--- src/rtl/chan_stream_mux.sv ---
// chan_stream_mux: registered N-channel valid/ready stream multiplexer.
// Grant comes from sel (mode=0) or a round-robin arbiter (mode=1).
// The winning beat is loaded into a single output register.
// Optional macro CHAN_STREAM_MUX_COUNT_EN adds a 16-bit beat_count output
// that counts completed output transfers.
module chan_stream_mux #(
    parameter  int unsigned WIDTH = 4,
    parameter  int unsigned NCH   = 4,
    localparam int unsigned SELW  = $clog2(NCH)
) (
    input  logic                 clk,
    input  logic                 reset,
    input  logic                 enable,
    input  logic                 mode,
    input  logic [SELW-1:0]      sel,
    input  logic [NCH*WIDTH-1:0] in_data,
    input  logic [NCH-1:0]       in_valid,
    output logic [NCH-1:0]       in_ready,
    output logic [WIDTH-1:0]     out_data,
    output logic                 out_valid,
    input  logic                 out_ready,
    output logic [SELW-1:0]      out_chan
`ifdef CHAN_STREAM_MUX_COUNT_EN
    ,
    output logic [15:0]          beat_count
`endif
);

    logic [SELW-1:0]  rr_ptr;
    logic [SELW-1:0]  gnt;
    logic             gnt_valid;
    logic [WIDTH-1:0] gnt_data;
    logic             can_load;
    logic             xfer;

    assign can_load = ~out_valid | out_ready;
    assign xfer     = ~reset & enable & can_load & gnt_valid;

    // Grant selection: manual select, or first valid channel at/after rr_ptr.
    // Round-robin runs two descending passes so the last write is the lowest
    // valid index >= rr_ptr, falling back to the lowest valid index below it.
    always_comb begin
        gnt       = '0;
        gnt_valid = 1'b0;
        if (!mode) begin
            for (int i = 0; i < int'(NCH); i++) begin
                if (SELW'(i) == sel && in_valid[i]) begin
                    gnt       = SELW'(i);
                    gnt_valid = 1'b1;
                end
            end
        end else begin
            for (int i = int'(NCH) - 1; i >= 0; i--) begin
                if (in_valid[i] && SELW'(i) < rr_ptr) begin
                    gnt       = SELW'(i);
                    gnt_valid = 1'b1;
                end
            end
            for (int i = int'(NCH) - 1; i >= 0; i--) begin
                if (in_valid[i] && SELW'(i) >= rr_ptr) begin
                    gnt       = SELW'(i);
                    gnt_valid = 1'b1;
                end
            end
        end
    end

    // Data of the granted channel.
    always_comb begin
        gnt_data = '0;
        for (int i = 0; i < int'(NCH); i++) begin
            if (SELW'(i) == gnt) begin
                gnt_data = in_data[i*WIDTH +: WIDTH];
            end
        end
    end

    // One-hot ready toward the granted channel only when a transfer happens.
    always_comb begin
        in_ready = '0;
        for (int i = 0; i < int'(NCH); i++) begin
            if (xfer && SELW'(i) == gnt) begin
                in_ready[i] = 1'b1;
            end
        end
    end

    // Output register, channel tag and round-robin pointer.
    always_ff @(posedge clk or posedge reset) begin
        if (reset) begin
            out_valid <= 1'b0;
            out_data  <= '0;
            out_chan  <= '0;
            rr_ptr    <= '0;
        end else begin
            if (xfer) begin
                out_valid <= 1'b1;
                out_data  <= gnt_data;
                out_chan  <= gnt;
                if (mode) begin
                    rr_ptr <= (gnt == SELW'(NCH - 1)) ? '0 : gnt + SELW'(1);
                end
            end else if (out_ready) begin
                out_valid <= 1'b0;
            end
        end
    end

`ifdef CHAN_STREAM_MUX_COUNT_EN
    // Completed output transfers, wrapping at 16 bits.
    always_ff @(posedge clk or posedge reset) begin
        if (reset) begin
            beat_count <= '0;
        end else if (out_valid && out_ready) begin
            beat_count <= beat_count + 16'd1;
        end
    end
`endif

endmodule

--- config.mk ---
export PLATFORM = sky130hd
export DESIGN_NAME = chan_stream_mux
export DESIGN_NICKNAME = d
export VERILOG_FILES = /design/src/rtl/chan_stream_mux.sv
export SDC_FILE = /design/constraint.sdc
export NUM_CORES = 1
export LEC_CHECK = 0
export BUFFER_PORTS_ARGS = -buffer_cell sky130_fd_sc_hd__clkbuf_2
export CORE_MARGIN = 1
export CORE_UTILIZATION = 44
export DETAILED_ROUTE_END_ITERATION = 16
export GPL_ROUTABILITY_DRIVEN = 0
export PLACE_DENSITY = 0.78
export SLEW_MARGIN = 20
export SYNTH_ARGS = -nofsm -noshare
export SYNTH_HDL_FRONTEND = slang
export SYNTH_SLANG_ARGS = --single-unit
--- constraint.sdc ---
create_clock -name clk -period 3.11 [get_ports clk]
set_input_delay 0.7775 -clock clk [delete_from_list [all_inputs] [get_ports clk]]
set_output_delay 0.7775 -clock clk [all_outputs]
set_load 0.01 [all_outputs]
Word level (Yosys, flattened, before mapping)
Cells that the tools add are included.
{"block": "totals", "out_inout_bits": 11, "word_cells": 82, "register_bits": 9, "input_bits": 27}
{"block": "op_classes", "n_reduce_logical": 20, "mux": 36, "bitwise_logic": 6, "eq_ne": 7, "magnitude_cmp": 8, "add_sub_neg": 1}
{"op": "two-way mux 2 bit", "count": 12}
{"op": "two-way mux 1 bit", "count": 20}
{"op": "logical AND 1 bit", "count": 16}
{"op": "two-way mux 4 bit", "count": 4}
{"op": "== test 2 bit, first input constant", "count": 4}
{"op": "== test 1 x 2 -> 1 bit, first input constant", "count": 2}
{"op": "greater-or-equal comparator 1 x 2 -> 1 bit, first input constant", "count": 2}
{"op": "greater-or-equal comparator 2 bit, first input constant", "count": 2}
{"op": "logical NOT 2 bit", "count": 2}
{"op": "less-than comparator 1 x 2 -> 1 bit, first input constant", "count": 2}
{"op": "less-than comparator 2 bit, first input constant", "count": 2}
{"op": "AND 1 bit", "count": 3}
{"op": "adder 2 x 1 -> 2 bit, second input constant", "count": 1}
{"op": "== test 2 bit, second input constant", "count": 1}
{"op": "inverter 1 bit", "count": 2}
{"op": "AND reduction 2 bit", "count": 1}
{"op": "nonzero test 2 bit", "count": 1}
{"op": "bitwise OR 1 bit", "count": 1}

Logic depth before layout (Yosys ltp)
{"block": "logic_depth", "word_depth": 16, "depth_mapped": 10, "depth_no_buf": 9}

Worst setup path before layout
OpenSTA, ideal clock, no wires.
{"block": "synth_timing", "path_kind": "input port to output port", "start": "input port in_valid[2]", "end": "output port in_ready[3]", "stages": 5, "t_arrival_ps": 2238, "t_required_ps": 2332, "slack_ps": 94, "path_buffers": 1, "path_cell_list": "nor3b_1 -> o41ai_1 -> ha_1 -> buf_1 -> and2_2"}
{"block": "synth_between", "elab_chain_cells": 12, "word_cells_on_any_way": 27, "cone_classes": "eq/ne (1); mux (21); bitwise (1); reduce/logical (4)"}
{"item": "start: declaration", "line_no": "17", "source": "input logic [NCH-1:0] in_valid,"}
{"item": "logical AND 1 bit", "line_no": "54", "source": "if (in_valid[i] && SELW'(i) < rr_ptr) begin"}
{"item": "two-way mux 2 bit (3 in series)", "line_no": "54"}
{"item": "two-way mux 2 bit (4 in series)", "line_no": "60", "source": "if (in_valid[i] && SELW'(i) >= rr_ptr) begin"}
{"item": "two-way mux 2 bit *", "line_no": "45", "source": "if (!mode) begin"}
{"item": "named net gnt[0]", "line_no": "30", "source": "logic [SELW-1:0] gnt;"}
{"item": "== test 2 bit *", "line_no": "82", "source": "if (xfer && SELW'(i) == gnt) begin"}
{"item": "logical AND 1 bit *", "line_no": "82"}
{"item": "two-way mux 1 bit *", "line_no": "82"}
{"item": "end: declaration", "line_no": "18", "source": "output logic [NCH-1:0] in_ready,"}
Mark *: on every way through the listed nets, which the timed path passes. The rest lies on a longest branch.

Worst setup path after layout
{"block": "layout_timing", "start": "input port in_valid[2]", "end": "output port in_ready[0]"}
{"block": "layout_between", "elab_chain_cells": 12, "word_cells_on_any_way": 27, "cone_classes": "mux (21); bitwise (1); reduce/logical (5)"}
{"item": "logical AND 1 bit", "line_no": "54"}
{"item": "two-way mux 2 bit (3 in series)", "line_no": "54"}
{"item": "two-way mux 2 bit (4 in series)", "line_no": "60"}
{"item": "two-way mux 2 bit *", "line_no": "45"}
{"item": "named net gnt[0]", "line_no": "30"}
{"item": "logical NOT 2 bit *", "line_no": "82"}
{"item": "logical AND 1 bit *", "line_no": "82"}
{"item": "two-way mux 1 bit *", "line_no": "82"}
Marked as above.

==> reports/qor.csv <==
stage,metric,value,unit
synthesis,synthesized net count,108,
die,Die Area,1850,um^2
synthesis,sequential fraction of the synthesis area,0.305,
detailed_routing,DRT Pass-1 Iters,4,
critical_path,Critical Path Sink Type,output port,
timing,final hold slack,0.462,ns
critical_path,crit path max fanout,6,
timing,skew final,0.00945,ns
place,placed cell count,132,
final_layout,Fillers,137,
clock_tree,postcts setup bufs,0,
clock_tree,Sink Count,9,
pwr,pwr dens,552,nW/um^2
outcome,outcome,finished clean,
detailed_routing,wire per inst,12.3,um
timing,Final Hold Fails,0,
synthesis,synth top area cells,"dfrtp_1 (31%), mux2_2 (14%), ha_1 (6.8%), o31ai_1 (5.1%), nor2b_1 (4.2%)",
die,num rows,14,
critical_path,WP data required,2.33,ns
clock_tree,Post-CTS Resized,0,
timing,Sum Neg Setup Slack,0,ns
detailed_routing,routed vias/inst,5.41,
timing,worst setup margin,0.207,ns
final_layout,"commonest non-fill, non-tap cell in the layout",clkbuf_2,
timing,RSZ-0062 raised after global routing,false,
clock_tree,Worst-Skew Late Latency,0.26,ns
synthesis,Yosys reg bits,9,
clock_tree,CTS buffer count,3,
timing,"Slew Viols, Final",0,
timing,f_max,0.344,GHz
pwr,Total Power,0.548,mW
die,Ports,38,
place,DP HPWL,1.38,mm
synthesis,"area leader, netlist",dfrtp_1,
synthesis,Yosys top cell area share,0.305,
synthesis,Avg Inst Size Synth,9.59,um^2
flow_run,Max Cap Viol,0,
die,die width,43.0,um
place,pre-CTS WS,0.198,ns
final_layout,area grow syn2layout,34.4,%
global_routing,initial antenna violation count,0,
place,PortBufs,37,
synthesis,"EDFF count, synth",0,
synthesis,post-synth cell types,27,
critical_path,FF-to-FF path depth,10,
timing,Final setup viols,0,
synthesis,Post-Syn Instances,77,
detailed_routing,Post-DRT Antenna Nets,0,
clock_tree,cts hold-fix bufs,0,
critical_path,reg2reg setup slack,0.76,ns
final_layout,sequential cell area,225,um^2
detailed_routing,Post-route DRC,0,
global_routing,Total Routing Usage GR,0.207,
final_layout,final std cells w/o fill,136,
critical_path,Critical Setup Path Class,input pin to output port,
clock_tree,Root Buffer,clkbuf_4,
critical_path,RR Endpoint,out_data[3],
min_path,Tightest Hold Check Type,input pin to asynchronous set/reset pin,
final_layout,most frequent cells in the layout,"clkbuf_2 (37), mux2_2 (9), dfrtp_1 (9)",
clock_tree,"Reg clk slew, reported paths",0.07,ns
critical_path,startpoint types,input pin,
global_routing,Congestion Overflow GR,0,
die,floorplan core area,1540,um^2
global_routing,pin count of the biggest net entering global routing,11,
timing,Period minus WS final,2.90,ns
timing,Slew @ Worst Pin,0.402,ns
pwr,Peak VDD IR,0.360,mV
final_layout,area of the multi-input gates,483,um^2
critical_path,worst r2r src,rr_ptr[1],
detailed_routing,drt total wl,1.68,mm
timing,Rel. slew slack,0.731,
synthesis,ys flop type,dfrtp_1,
final_layout,fin nets,152,
synthesis,Synth async-reset ratio,1.00,
final_layout,layout cells sized above 1,0.508,
detailed_routing,DR iter-0 viols,15,
global_routing,number of global-route vias before repair,699,
clock_tree,clk buf depth,2,
die,Starting Density,0.479,
detailed_routing,Vias,736,
clock_tree,CTS tree,built,
clock_tree,H-tree levels,1,
critical_path,WP data arrival,2.13,ns
timing,fin crit share,0.933,
die,Die Y,43.0,um
final_layout,Ant. Diodes,0,
synthesis,Post-Syn Area,738,um^2
synthesis,Yosys warning count,0,
global_routing,first-pass GRT wire length,2.85,mm
pwr,Leakage,0.509,nW
-- kinds of logic (layout without fill, tap and decap cells) --
group	Yosys count	count (layout)	share of synthesized area
flops	9	9	0.305
compound gates	18	18	0.173
simple gates	27	27	0.227
buf+inv	8	51	0.0407
mux	11	11	0.186
fa+ha+maj	4	4	0.0678
-- layout make-up --
type | count | area share
Multi-Input combinational cell | 60 | 0.487
Sequential cell | 9 | 0.227
Timing Repair Buffer | 41 | 0.217
Clock buffer | 4 | 0.0265
Inverter | 6 | 0.0227
Tap cell | 16 | 0.0202
-- routing by layer --
metal	up-vias	GRT usage	wire, um
met5	-	0	0
met4	0	0.0909	38
met3	6	0.0723	81
met2	20	0.324	824
met1	340	0.257	733
li1	370	-	-
-- state kept, by name, indices dropped and copies added, names as in the netlist --
signal and cells:
out_chan 2, out_data 4, out_valid 1, rr_ptr 2
-- worst max path at each step --
stage | slack, ns | from | to
4_1_cts | 0.20 | in_valid[2] | in_ready[0]
3_3_place_gp | 0.22 | in_valid[2] | in_ready[0]
2_1_floorplan | 0.09 | in_valid[2] | in_ready[3]
6_report | 0.21 | in_valid[2] | in_ready[0]
5_1_grt | 0.11 | in_valid[2] | in_ready[0]
3_5_place_dp | 0.20 | in_valid[2] | in_ready[0]
-- through the flow --
stage | utilization | instance area [um^2]
floorplan | - | 738
detailed placement | 0.627 | 966
finish | 0.644 | 992
global route | 0.644 | 992
CTS | 0.644 | 992
global placement | 0.627 | 966
-- Yosys cell counts, drive strengths merged (2+ instances only) --
library cell / number
a21oi: 5
nand3: 2
ha: 4
nand2: 7
dfrtp: 9
inv: 6
a221oi: 3
nor2: 3
and2: 4
mux2: 9
nand2b: 2
nor2b: 5
o31ai: 5
-- critical path: stages --
cell and delay, ns:
clkbuf_2 0.12, nor3b_1 0.14, o41ai_1 0.34, buf_4 0.19
inv_1 0.06, ha_1 0.22, and2_2 0.17, clkbuf_2 0.12
-- power by group --
part	leakage, nW	switching, mW	total (mW)	internal (mW)
registers	0.111	0.0342	0.198	0.163
clock network	0.0150	0.0406	0.0900	0.0494
logic	0.382	0.123	0.260	0.138
Note: power is estimated with default switching activity, not from simulation.
